### src/rtl/branch_pkg.sv
// Shared types and constants for branch resolution and the 2-bit branch history table.
// Pure definitions; no logic of its own.
package branch_pkg;

    typedef enum logic [2:0] {
        BEQ  = 3'b000,
        BNE  = 3'b001,
        BLT  = 3'b100,
        BGE  = 3'b101,
        BLTU = 3'b110,
        BGEU = 3'b111
    } br_func_e;

    localparam logic [1:0] CTR_RESET = 2'b01;
    localparam logic [1:0] CTR_MAX   = 2'b11;
    localparam logic [1:0] CTR_MIN   = 2'b00;
    localparam int         PC_STEP   = 4;

    // Saturating 2-bit counter step toward the resolved direction.
    function automatic logic [1:0] ctr_next(input logic [1:0] ctr, input logic taken);
        if (taken) begin
            return (ctr == CTR_MAX) ? CTR_MAX : ctr + 2'd1;
        end
        return (ctr == CTR_MIN) ? CTR_MIN : ctr - 2'd1;
    endfunction

endpackage

### src/rtl/branch_cond_eval.sv
// Evaluates the six RV branch conditions from a single borrow-out subtraction.
// Latency: purely combinational. Backpressure: none, no state.
module branch_cond_eval
    import branch_pkg::*;
#(
    parameter int XLEN = 32
) (
    input  logic [XLEN-1:0] a,
    input  logic [XLEN-1:0] b,
    input  logic [2:0]      func3,
    output logic            taken,
    output logic            illegal
);

    logic [XLEN:0] diff;
    logic          eq;
    logic          ltu;
    logic          lt;

    assign diff = {1'b0, a} - {1'b0, b};
    assign eq   = (a == b);
    assign ltu  = diff[XLEN];
    // Differing signs decide signed order directly; otherwise the difference sign is exact.
    assign lt   = (a[XLEN-1] ^ b[XLEN-1]) ? a[XLEN-1] : diff[XLEN-1];

    always_comb begin
        taken   = 1'b0;
        illegal = 1'b0;
        case (func3)
            BEQ:     taken = eq;
            BNE:     taken = !eq;
            BLT:     taken = lt;
            BGE:     taken = !lt;
            BLTU:    taken = ltu;
            BGEU:    taken = !ltu;
            default: illegal = 1'b1;
        endcase
    end

endmodule

### src/rtl/branch_resolve_unit.sv
// Resolves branches, registers the result, flags mispredicts and trains a 2-bit BHT.
// Latency: 1 cycle issue-to-result. Backpressure: in_ready = !out_valid || out_ready; result holds while stalled.
module branch_resolve_unit
    import branch_pkg::*;
#(
    parameter  int XLEN  = 32,
    parameter  int DEPTH = 64,
    localparam int IDX_W = $clog2(DEPTH)
) (
    input  logic            clk,
    input  logic            rst,
    input  logic            in_valid,
    output logic            in_ready,
    input  logic [XLEN-1:0] in_pc,
    input  logic [XLEN-1:0] in_op_a,
    input  logic [XLEN-1:0] in_op_b,
    input  logic [XLEN-1:0] in_imm,
    input  logic [2:0]      in_func3,
    input  logic            in_pred,
    output logic            out_valid,
    input  logic            out_ready,
    output logic            out_taken,
    output logic [XLEN-1:0] out_target,
    output logic            out_mispred,
    output logic [XLEN-1:0] out_redirect,
    output logic            out_illegal,
    input  logic [XLEN-1:0] lk_pc,
    output logic            lk_taken
);

    logic            cond_taken;
    logic            cond_illegal;
    logic            issue_fire;
    logic [XLEN-1:0] target;
    logic [IDX_W-1:0] in_idx;
    logic [IDX_W-1:0] lk_idx;
    logic            unused_lk_bits;

    logic            out_valid_q,    out_valid_d;
    logic            out_taken_q,    out_taken_d;
    logic [XLEN-1:0] out_target_q,   out_target_d;
    logic            out_mispred_q,  out_mispred_d;
    logic [XLEN-1:0] out_redirect_q, out_redirect_d;
    logic            out_illegal_q,  out_illegal_d;
    logic [1:0]      bht_q [DEPTH];
    logic [1:0]      bht_d [DEPTH];

    branch_cond_eval #(.XLEN(XLEN)) u_cond (
        .a       (in_op_a),
        .b       (in_op_b),
        .func3   (in_func3),
        .taken   (cond_taken),
        .illegal (cond_illegal)
    );

    assign in_ready   = !out_valid_q || out_ready;
    assign issue_fire = in_valid && in_ready;
    assign target     = in_pc + in_imm;
    assign in_idx     = in_pc[IDX_W+1:2];
    assign lk_idx     = lk_pc[IDX_W+1:2];
    // Lookup reads the registered counter, so a same-cycle train is not visible yet.
    assign lk_taken   = bht_q[lk_idx][1];
    assign unused_lk_bits = ^{lk_pc[1:0], lk_pc[XLEN-1:IDX_W+2]};

    always_comb begin
        out_valid_d    = out_valid_q;
        out_taken_d    = out_taken_q;
        out_target_d   = out_target_q;
        out_mispred_d  = out_mispred_q;
        out_redirect_d = out_redirect_q;
        out_illegal_d  = out_illegal_q;
        bht_d          = bht_q;
        if (issue_fire) begin
            out_valid_d    = 1'b1;
            out_taken_d    = cond_taken;
            out_target_d   = target;
            out_mispred_d  = cond_taken != in_pred;
            out_redirect_d = cond_taken ? target : in_pc + XLEN'(PC_STEP);
            out_illegal_d  = cond_illegal;
            if (!cond_illegal) begin
                bht_d[in_idx] = ctr_next(bht_q[in_idx], cond_taken);
            end
        end else if (out_valid_q && out_ready) begin
            out_valid_d = 1'b0;
        end
    end

    always_ff @(posedge clk or posedge rst) begin
        if (rst) begin
            out_valid_q    <= 1'b0;
            out_taken_q    <= 1'b0;
            out_target_q   <= '0;
            out_mispred_q  <= 1'b0;
            out_redirect_q <= '0;
            out_illegal_q  <= 1'b0;
            for (int i = 0; i < DEPTH; i++) begin
                bht_q[i] <= CTR_RESET;
            end
        end else begin
            out_valid_q    <= out_valid_d;
            out_taken_q    <= out_taken_d;
            out_target_q   <= out_target_d;
            out_mispred_q  <= out_mispred_d;
            out_redirect_q <= out_redirect_d;
            out_illegal_q  <= out_illegal_d;
            bht_q          <= bht_d;
        end
    end

    assign out_valid    = out_valid_q;
    assign out_taken    = out_taken_q;
    assign out_target   = out_target_q;
    assign out_mispred  = out_mispred_q;
    assign out_redirect = out_redirect_q;
    assign out_illegal  = out_illegal_q;

endmodule

### config.mk
export PLATFORM = sky130hd
export DESIGN_NAME = branch_resolve_unit
export DESIGN_NICKNAME = d
export VERILOG_FILES = /design/src/rtl/branch_pkg.sv /design/src/rtl/branch_cond_eval.sv /design/src/rtl/branch_resolve_unit.sv
export SDC_FILE = /design/constraint.sdc
export NUM_CORES = 1
export LEC_CHECK = 0
export ABC_AREA = 1
export CORE_ASPECT_RATIO = 1.75
export CORE_MARGIN = 2
export CORE_UTILIZATION = 65
export DETAILED_ROUTE_END_ITERATION = 10
export DONT_BUFFER_PORTS = 1
export PLACE_DENSITY = 0.86
export SLEW_MARGIN = 20
export SYNTH_ARGS = -nofsm -noshare
export SYNTH_HDL_FRONTEND = slang
export SYNTH_SLANG_ARGS = --single-unit
### constraint.sdc
create_clock -name clk -period 17 [get_ports clk]
set_input_delay 3.4 -clock clk [delete_from_list [all_inputs] [get_ports clk]]
set_output_delay 3.4 -clock clk [all_outputs]
set_load 0.05 [all_outputs]
==> results.cfg, run 1 <==
[placed_design]
placed_cells = 2522
port-buffer-count = 0
gp_congestion = 1.023
dpl.hpwl_mm = 34.82
placed_area_sq_um = 14480

[pwr]
p_comb_share_pct = 19.6
p_int_mw = 0.8402
p_sw_share_pct = 39.31
powerDensity_nw_per_um2 = 91.76
power_frac_clock_pct = 30.6
ir_worst_vdd_mv = 0.06745
p_sw_mw = 0.5441
power.leakage_nw = 7.964
p_seq_share_pct = 49.9

[setup_path]
cp-startpoint = lk_pc[2]
r2r_cells = 11
arrival_ns = 5.78
required_ns = 13.60
start_kind = input port
crit_path_end_kind = output pin
critPathMaxFanout = 33
path_class = in -> out
rr_startpoint = out_valid

[cts]
cts_max_level = 4
post_cts_buffers = 0
cts_max_path_buffers = 2
cts_root_buffer = clkbuf_16
cts_buffers = 17
cts_resized = 0
clock_sinks = 196
cts_tree = yes
hold_buffers = 0
clk_latency_ns = 0.46
cts.clk_slew.worst_paths_ns = 0.07

[global_route]
grt_pass1_vias = 14641
grt-ovfl-total = 0
grt_pass1_wl_mm = 74.62
grt_max_degree = 132
gr-usage-all-layers_pct = 41.54
antenna_found_initial = 2

[detailed_routing]
drt-total-wl_mm = 47.53
vias = 14888
vias_per_cell = 5.827
wl_per_cell_um = 18.60
ant_nets = 0
dr.pass1.iters = 5
drt-initial-drc-count = 1408
drcViolationCount = 0

[finish]
fin_cells = 2555
stdcell_area_sq_um = 15090
area_delta_synth_final_pct = 4.634
fin_nets = 2479
fillers = 2018
drive_gt1_share_pct = 5.049

[timing]
tightest_slew_ns = 1.102
clock-skew-final_ns = 0.01138
grt_setup_unrepaired = false
period_minus_slack_ns = 9.180
fin_crit_sh_pct = 54.00
final_hold_viol_count = 0
slew_viol_final = 0
max_freq_ghz = 0.1089
setup_tns_ns = 0
setup_viol = 0
relSlewSlack_pct = 26.46

[logic_synthesis]
ys_seq_elements = 196
syn_area_sq_um = 14420
synth_top_cell_area_share_pct = 29.03
syn_avg_cell_area_sq_um = 6.277
yosys.area.top_type = nand2_1
synthCells = 2297
syn_nets = 2531
yosys_warnings = 0
synth.distinct_cells = 39
synthTopCellsByArea = nand2_1, dfrtp_1, dfstp_2, inv_1, ha_1
ys_seq_area_share_pct = 34.57

[die]
die_x_um = 116.6
start_util_pct = 65.60
io_pins = 238
core-area_sq_um = 21980
die_y_um = 201.0
rows = 72
dieArea_sq_um = 23440

[worst_hold_path]
hold_path.class = reg -> reg
whs_path_depth = 2
worstHoldStart = bht_q[52]

[outcome]
status = finished, final reports clean

[run]
maxCapViolCount = 0
[power by group through the flow]
stage	Clock [mW]	Sequential, mW	Combinational (mW)
5_1_grt	0.444	0.695	0.303
3_5_place_dp	0	0.697	0.266
3_3_place_gp	0	0.697	0.259
6_report	0.423	0.691	0.271
4_1_cts	0.423	0.690	0.267
2_1_floorplan	0	0.681	0.205
[Yosys cell counts]
cell and count:
a21boi_0 2, clkbuf_1 39, nand3_2 2, nand2_1 1115, a211oi_1 1, buf_4 12, a21o_1 3, o221ai_1 1
nand4_1 47, inv_1 239, nor3b_1 1, o211ai_1 3, nor4_1 1, nand3_1 74, nor2_2 2, clkinv_1 3
dfstp_2 64, ha_1 64, nor3_1 52, o21bai_1 7, nor2_1 178, nand2_4 2, nand3b_1 10, xor2_1 18
o21ai_0 92, or2_2 1, dfrtp_1 132, o22ai_1 17, buf_6 3, buf_1 10, xnor2_1 21, and3_1 3
o2111a_1 1, fa_1 2, buf_2 14, a31oi_1 2, a21oi_1 56, inv_2 1, o21a_1 2
[worst max-delay path, stage by stage]
cell and delay, ns:
inv_1 0.78, o21ai_0 0.17, o22ai_1 0.55, o21ai_0 0.18, o221ai_1 0.20, nand3b_1 0.10, nand2_1 0.39
[flip-flops by register name (all words and copies together), names as in the netlist]
| signal | count |
|---|---|
| out_target | 32 |
| out_taken | 1 |
| bht_q | 128 |
| out_mispred | 1 |
| out_valid | 1 |
| out_illegal | 1 |
| out_redirect | 32 |
[worst paths after layout]
check | to | slack, ns
max in group asynchronous | out_mispred | 12.52
worst min register to register | bht_q[52] | 0.47
worst max-delay path | lk_taken | 7.82
worst max register to register | bht_q[83] | 13.29
worst min-delay path | bht_q[52] | 0.47
min in group asynchronous | out_redirect[14] | 2.95
[stage by stage]
| step | hold WS [ns] | total power, mW | utilization (%) | worst slack [ns] |
|---|---|---|---|---|
| 6_report | 0.4678 | 1.384 | 68.64 | 7.820 |
| 5_1_grt | 0.4787 | 1.442 | 68.62 | 7.720 |
| 4_1_cts | 0.4677 | 1.380 | 68.62 | 8.224 |
| 3_5_place_dp | 0.4561 | 0.9634 | 65.87 | 8.241 |
| 3_3_place_gp | 0.4529 | 0.9555 | 65.87 | 8.305 |
| 2_1_floorplan | 0.4465 | 0.8857 | - | 8.365 |
[cells by family after synthesis]
family,synth area share (%)
flops,34.57
compound gates,7.037
buf+inv,8.947
xor+xnor,2.369
simple gates,41.24
fa+ha+maj,5.831
[area by class of cell]
class	count	area [sq um]	area share, %
clock inverter	15	180.2	1.194
timing repair buffer	7	52.55	0.3483
multi-input combinational	1780	8152	54.03
inverter	243	919.6	6.096
sequential	196	4985	33.04
clock buffer	17	425.4	2.820
tap	296	370.4	2.455
antenna	1	2.502	0.01659
[per-layer routing]
metal	vias up	part of all wire [%]	global-route usage (%)
li1	7047	-	-
met1	6865	32	42.43
met2	731	49	68.25
met3	243	8.5	11.99
met4	2	9.9	34.58
met5	-	0.027	0
[placed cells by master (no fill, tap or decap), drive strengths merged, types with 7 or more instances in the layout]
master,Yosys,final
a21oi,56,56
buf,39,7
clkbuf,39,17
clkinv,3,8
dfrtp,132,132
dfstp,64,64
ha,64,64
inv,240,244
nand2,1117,1117
nand3,76,76
nand3b,10,10
nand4,47,47
nor2,180,180
nor3,52,52
o21ai,92,92
o21bai,7,7
o22ai,17,17
xnor2,21,21
xor2,18,18
(Power assumes the default switching activity.)
==> inputs of run 2 (changes only) <==
==> constraint.sdc (replaced) <==
create_clock -name clk -period 9.65 [get_ports clk]
set_input_delay 1.93 -clock clk [delete_from_list [all_inputs] [get_ports clk]]
set_output_delay 1.93 -clock clk [all_outputs]
set_load 0.05 [all_outputs]
==> results.cfg, run 2 (synthesis gave the netlist of run 1 again) <==
[outcome]
status = finished, final reports clean

[die]
start_util_pct = 65.60
io_pins = 238
die_x_um = 116.6
rows = 72
dieArea_sq_um = 23440
core-area_sq_um = 21980
die_y_um = 201.0

[setup_path]
crit_path_top_delay_cell = clkinv_1
crit_buf_inv = 1
required_ns = 7.72
path_class = in -> out
cp_top_family = compound AO/OA/AOI/OAI gates
crit_chain = clkinv_1 -> o21ai_0 -> o22ai_1 -> o21ai_0 -> o22ai_1 -> o211ai_1 -> nand2_1
cpPeakStageDelay_ns = 0.78
start_kind = input port
critPathMaxFanout = 33
arrival_ns = 4.28
crit_path_end_kind = output pin

[finish]
mostFrequentLayoutCells = nand2_1, inv_1, nor2_1, dfrtp_1, o21ai_0
largest_register_ffs = 128
area_delta_synth_final_pct = 4.825
stdcell_area_sq_um = 15110
fin_nets = 2477
drive_gt1_share_pct = 4.965
fin_util_pct = 68.76
layout_commonest_cell = nand2_1
largest-register = bht_q
fillers = 2047
fin_cells = 2555

[pwr]
p_sw_mw = 0.9553
p_sw_share_pct = 38.49
p_seq_share_pct = 49.1
ir_worst_vdd_mv = 0.1435
power_frac_clock_pct = 31.8
p_int_mw = 1.527
power.leakage_nw = 7.978
powerDensity_nw_per_um2 = 164.2
p_comb_share_pct = 19.2

[cts]
cts_resized = 0
cts_tree = yes
cts_max_path_buffers = 2
cts_buffers = 17
cts_max_level = 4
cts.clk_slew.worst_paths_ns = 0.07
hold_buffers = 0
clk_latency_ns = 0.47
post_cts_buffers = 0
clock_sinks = 196
cts_root_buffer = clkbuf_16

[timing]
grt_setup_unrepaired = false
max_freq_ghz = 0.1611
setup_viol = 0
clock-skew-final_ns = 0.01132
setup_slack_ns = 3.443
fin_crit_sh_pct = 64.32
final_hold_viol_count = 0
relSlewSlack_pct = 22.03
period_minus_slack_ns = 6.207
slew_viol_final = 0
tightest_slew_ns = 1.167
setup_tns_ns = 0

[detailed_routing]
vias_per_cell = 5.816
drt-initial-drc-count = 1484
drt-total-wl_mm = 47.94
ant_nets = 0
vias = 14860
dr.pass1.iters = 7
wl_per_cell_um = 18.76
drcViolationCount = 0

[placed_design]
placed_cells = 2520
gp_congestion = 1.028
dpl.hpwl_mm = 34.56
post-place-ws_ns = 3.564
placed_area_sq_um = 14460
port-buffer-count = 0

[global_route]
antenna_found_initial = 1
grt_pass1_wl_mm = 74.35
grt-ovfl-total = 0
grt_pass1_vias = 14480
grt_max_degree = 139
gr-usage-all-layers_pct = 41.66

[run]
maxCapViolCount = 0

[worst_hold_path]
hold_path.class = reg -> reg
-- run 2: layout make-up --
type	count	area, sq um	area share [%]
diodes	3	7.507	0.04967
clock buffers	21	470.5	3.113
clock inverters	11	172.7	1.142
inverters	243	919.6	6.084
multi-input cells	1780	8152	53.93
flip-flops and latches	196	4985	32.98
well taps	296	370.4	2.450
repair buffers	5	37.54	0.2483
-- run 2: metrics by stage --
stage / hold WS, ns / total power [mW]
3_3_place_gp: 0.4529 / 1.682
5_1_grt: 0.4761 / 2.580
3_5_place_dp: 0.4577 / 1.695
6_report: 0.4685 / 2.482
4_1_cts: 0.4686 / 2.471
2_1_floorplan: 0.4465 / 1.560
-- run 2: final timing paths --
kind                           start          endpoint  slack (ns)  cells past startpoint
max                         lk_pc[2]          lk_taken        3.44                      7
min                        bht_q[62]         bht_q[62]        0.47                      2
max reg2reg                out_valid         bht_q[83]        5.96                     11
min reg2reg                bht_q[62]         bht_q[62]        0.47                      2
max in group asynchronous        rst  out_redirect[22]        6.74                      2
min in group asynchronous        rst        bht_q[101]        1.52                      1
-- run 2: metal layers --
metal | up-vias | global-route usage, % | share of wire (%)
li1 | 7048 | - | -
met1 | 6841 | 42.61 | 33
met2 | 714 | 67.48 | 48
met3 | 257 | 12.08 | 8.5
met4 | 0 | 36.43 | 10
met5 | - | 0 | 0
-- run 2: power groups by stage --
stage | sequential, mW | clock [mW] | combinational, mW
2_1_floorplan | 1.20 | 0 | 0.361
3_3_place_gp | 1.23 | 0 | 0.454
3_5_place_dp | 1.23 | 0 | 0.466
4_1_cts | 1.22 | 0.787 | 0.467
5_1_grt | 1.23 | 0.821 | 0.534
6_report | 1.22 | 0.789 | 0.476
-- run 2: worst reg2reg max path: cells and delay by family, from the launching register on --
kind	cells	cell delay [ns]
flops	1	0.56
buf+inv	4	0.70
compound gates	1	0.45
simple gates	6	1.87
==> inputs of run 3 (changes only) <==
==> constraint.sdc (replaced) <==
create_clock -name clk -period 6.22 [get_ports clk]
set_input_delay 1.244 -clock clk [delete_from_list [all_inputs] [get_ports clk]]
set_output_delay 1.244 -clock clk [all_outputs]
set_load 0.05 [all_outputs]
==> results.cfg, run 3 (synthesis gave the netlist of run 1 again) <==
[outcome]
status = finished, final reports clean

[setup_path]
crit_chain = inv_1 -> o21ai_0 -> o22ai_1 -> nor2_1 -> o221ai_1 -> nand3b_1 -> nand2_1
rr_startpoint = out_valid
critPathMaxFanout = 33
cp-startpoint = lk_pc[2]
crit_path_top_delay_cell = inv_1
crit_path_end_kind = output pin
worstSetupEndpoint = lk_taken
cpPeakStageDelay_ns = 0.76
start_kind = input port
r2r_cells = 6
r2r_setup_slack_ns = 2.30
path_class = in -> out
required_ns = 4.98
arrival_ns = 3.41
r2r_end = out_redirect[8]

[die]
io_pins = 238
start_util_pct = 65.60
rows = 72
dieArea_sq_um = 23440
core-area_sq_um = 21980
die_x_um = 116.6
die_y_um = 201.0

[pwr]
powerDensity_nw_per_um2 = 248.7
ir_worst_vdd_mv = 0.1891
p_comb_share_pct = 19.8
p_seq_share_pct = 50.3
p_sw_mw = 1.481
p_int_mw = 2.272
power_frac_clock_pct = 29.9
power.leakage_nw = 7.969
p_sw_share_pct = 39.47

[worst_hold_path]
hold_path.class = reg -> reg
whs_path_depth = 2

[finish]
drive_gt1_share_pct = 5.088
fillers = 2049
stdcell_area_sq_um = 15090
largest_register_ffs = 128
antennaDiodeCount = 0
layout_commonest_cell = nand2_1
largest-register = bht_q
fin_nets = 2481
area_delta_synth_final_pct = 4.642
mostFrequentLayoutCells = nand2_1, inv_1, nor2_1, dfrtp_1, o21ai_0
fin_cells = 2556

[cts]
clk_latency_ns = 0.46
cts_resized = 0
cts_max_path_buffers = 2
post_cts_buffers = 0
cts_max_level = 4
clock_sinks = 196
cts_buffers = 17
hold_buffers = 0
cts.clk_slew.worst_paths_ns = 0.06
cts_root_buffer = clkbuf_16
cts_tree = yes

[placed_design]
placed_cells = 2524
placed_area_sq_um = 14500
gp_congestion = 1.030
dpl.hpwl_mm = 34.81
port-buffer-count = 0

[global_route]
grt-ovfl-total = 0
grt_pass1_wl_mm = 73.08
grt_max_degree = 138
antenna_found_initial = 0
gr-usage-all-layers_pct = 40.77
grt_pass1_vias = 14645

[detailed_routing]
ant_nets = 0
drt-total-wl_mm = 47.28
wl_per_cell_um = 18.50
vias_per_cell = 5.852
dr.pass1.iters = 8
drt-initial-drc-count = 1353
vias = 14957
drcViolationCount = 0

[timing]
max_freq_ghz = 0.2147
clock-skew-final_ns = 0.01144
period_minus_slack_ns = 4.658
slew_viol_final = 0
tightest_slew_ns = 1.123
relSlewSlack_pct = 25.03
grt_setup_unrepaired = false
fin_crit_sh_pct = 74.89
final_hold_viol_count = 0
setup_tns_ns = 0
whs_ns = 0.4673
setup_viol = 0

[run]
maxCapViolCount = 0
==> run 3: final cells by class <==
class | instances | area, sq um | area share [%]
clock buffers | 19 | 442.9 | 2.936
clock inverters | 13 | 146.4 | 0.9702
inverters | 243 | 917.1 | 6.078
multi-input cells | 1780 | 8147 | 53.99
flip-flops and latches | 196 | 4985 | 33.04
well taps | 296 | 370.4 | 2.455
repair buffers | 9 | 80.08 | 0.5307
==> run 3: power groups by stage <==
stage | Combinational, mW | Sequential (mW) | Clock, mW
global placement | 0.709 | 1.91 | 0
CTS | 0.731 | 1.89 | 1.13
global route | 0.824 | 1.90 | 1.18
detailed placement | 0.728 | 1.91 | 0
floorplan | 0.560 | 1.86 | 0
finish | 0.742 | 1.89 | 1.12
==> run 3: per-layer routing <==
layer,share of wire (%),track usage [%]
met4,10,35.04
met5,0,0
met3,9.2,11.47
met2,48,67.65
met1,32,40.69
==> run 3: worst min-delay path by stage <==
| stage | start | endpoint | slack, ns |
|---|---|---|---|
| 6_report | bht_q[60] | bht_q[60] | 0.47 |
| 5_1_grt | bht_q[28] | bht_q[28] | 0.48 |
| 4_1_cts | bht_q[60] | bht_q[60] | 0.47 |
| 3_5_place_dp | bht_q[0] | bht_q[0] | 0.46 |
| 3_3_place_gp | bht_q[84] | bht_q[84] | 0.45 |
| 2_1_floorplan | bht_q[106] | bht_q[106] | 0.45 |
==> run 3: worst max-delay path: cells and delay by family <==
family | cells | cell delay [ns]
AO/OA/AOI/OAI | 3 | 0.85
AND/OR/NAND/NOR | 3 | 0.56
buffers and inverters | 1 | 0.76
==> run 3: stage by stage <==
step	worst slack (ns)	util [%]	total power, mW
finish	1.562	68.64	3.753
global route	1.515	68.64	3.909
CTS	1.782	68.64	3.746
detailed placement	1.645	65.96	2.633
global placement	1.708	65.96	2.615
floorplan	2.473	-	2.421
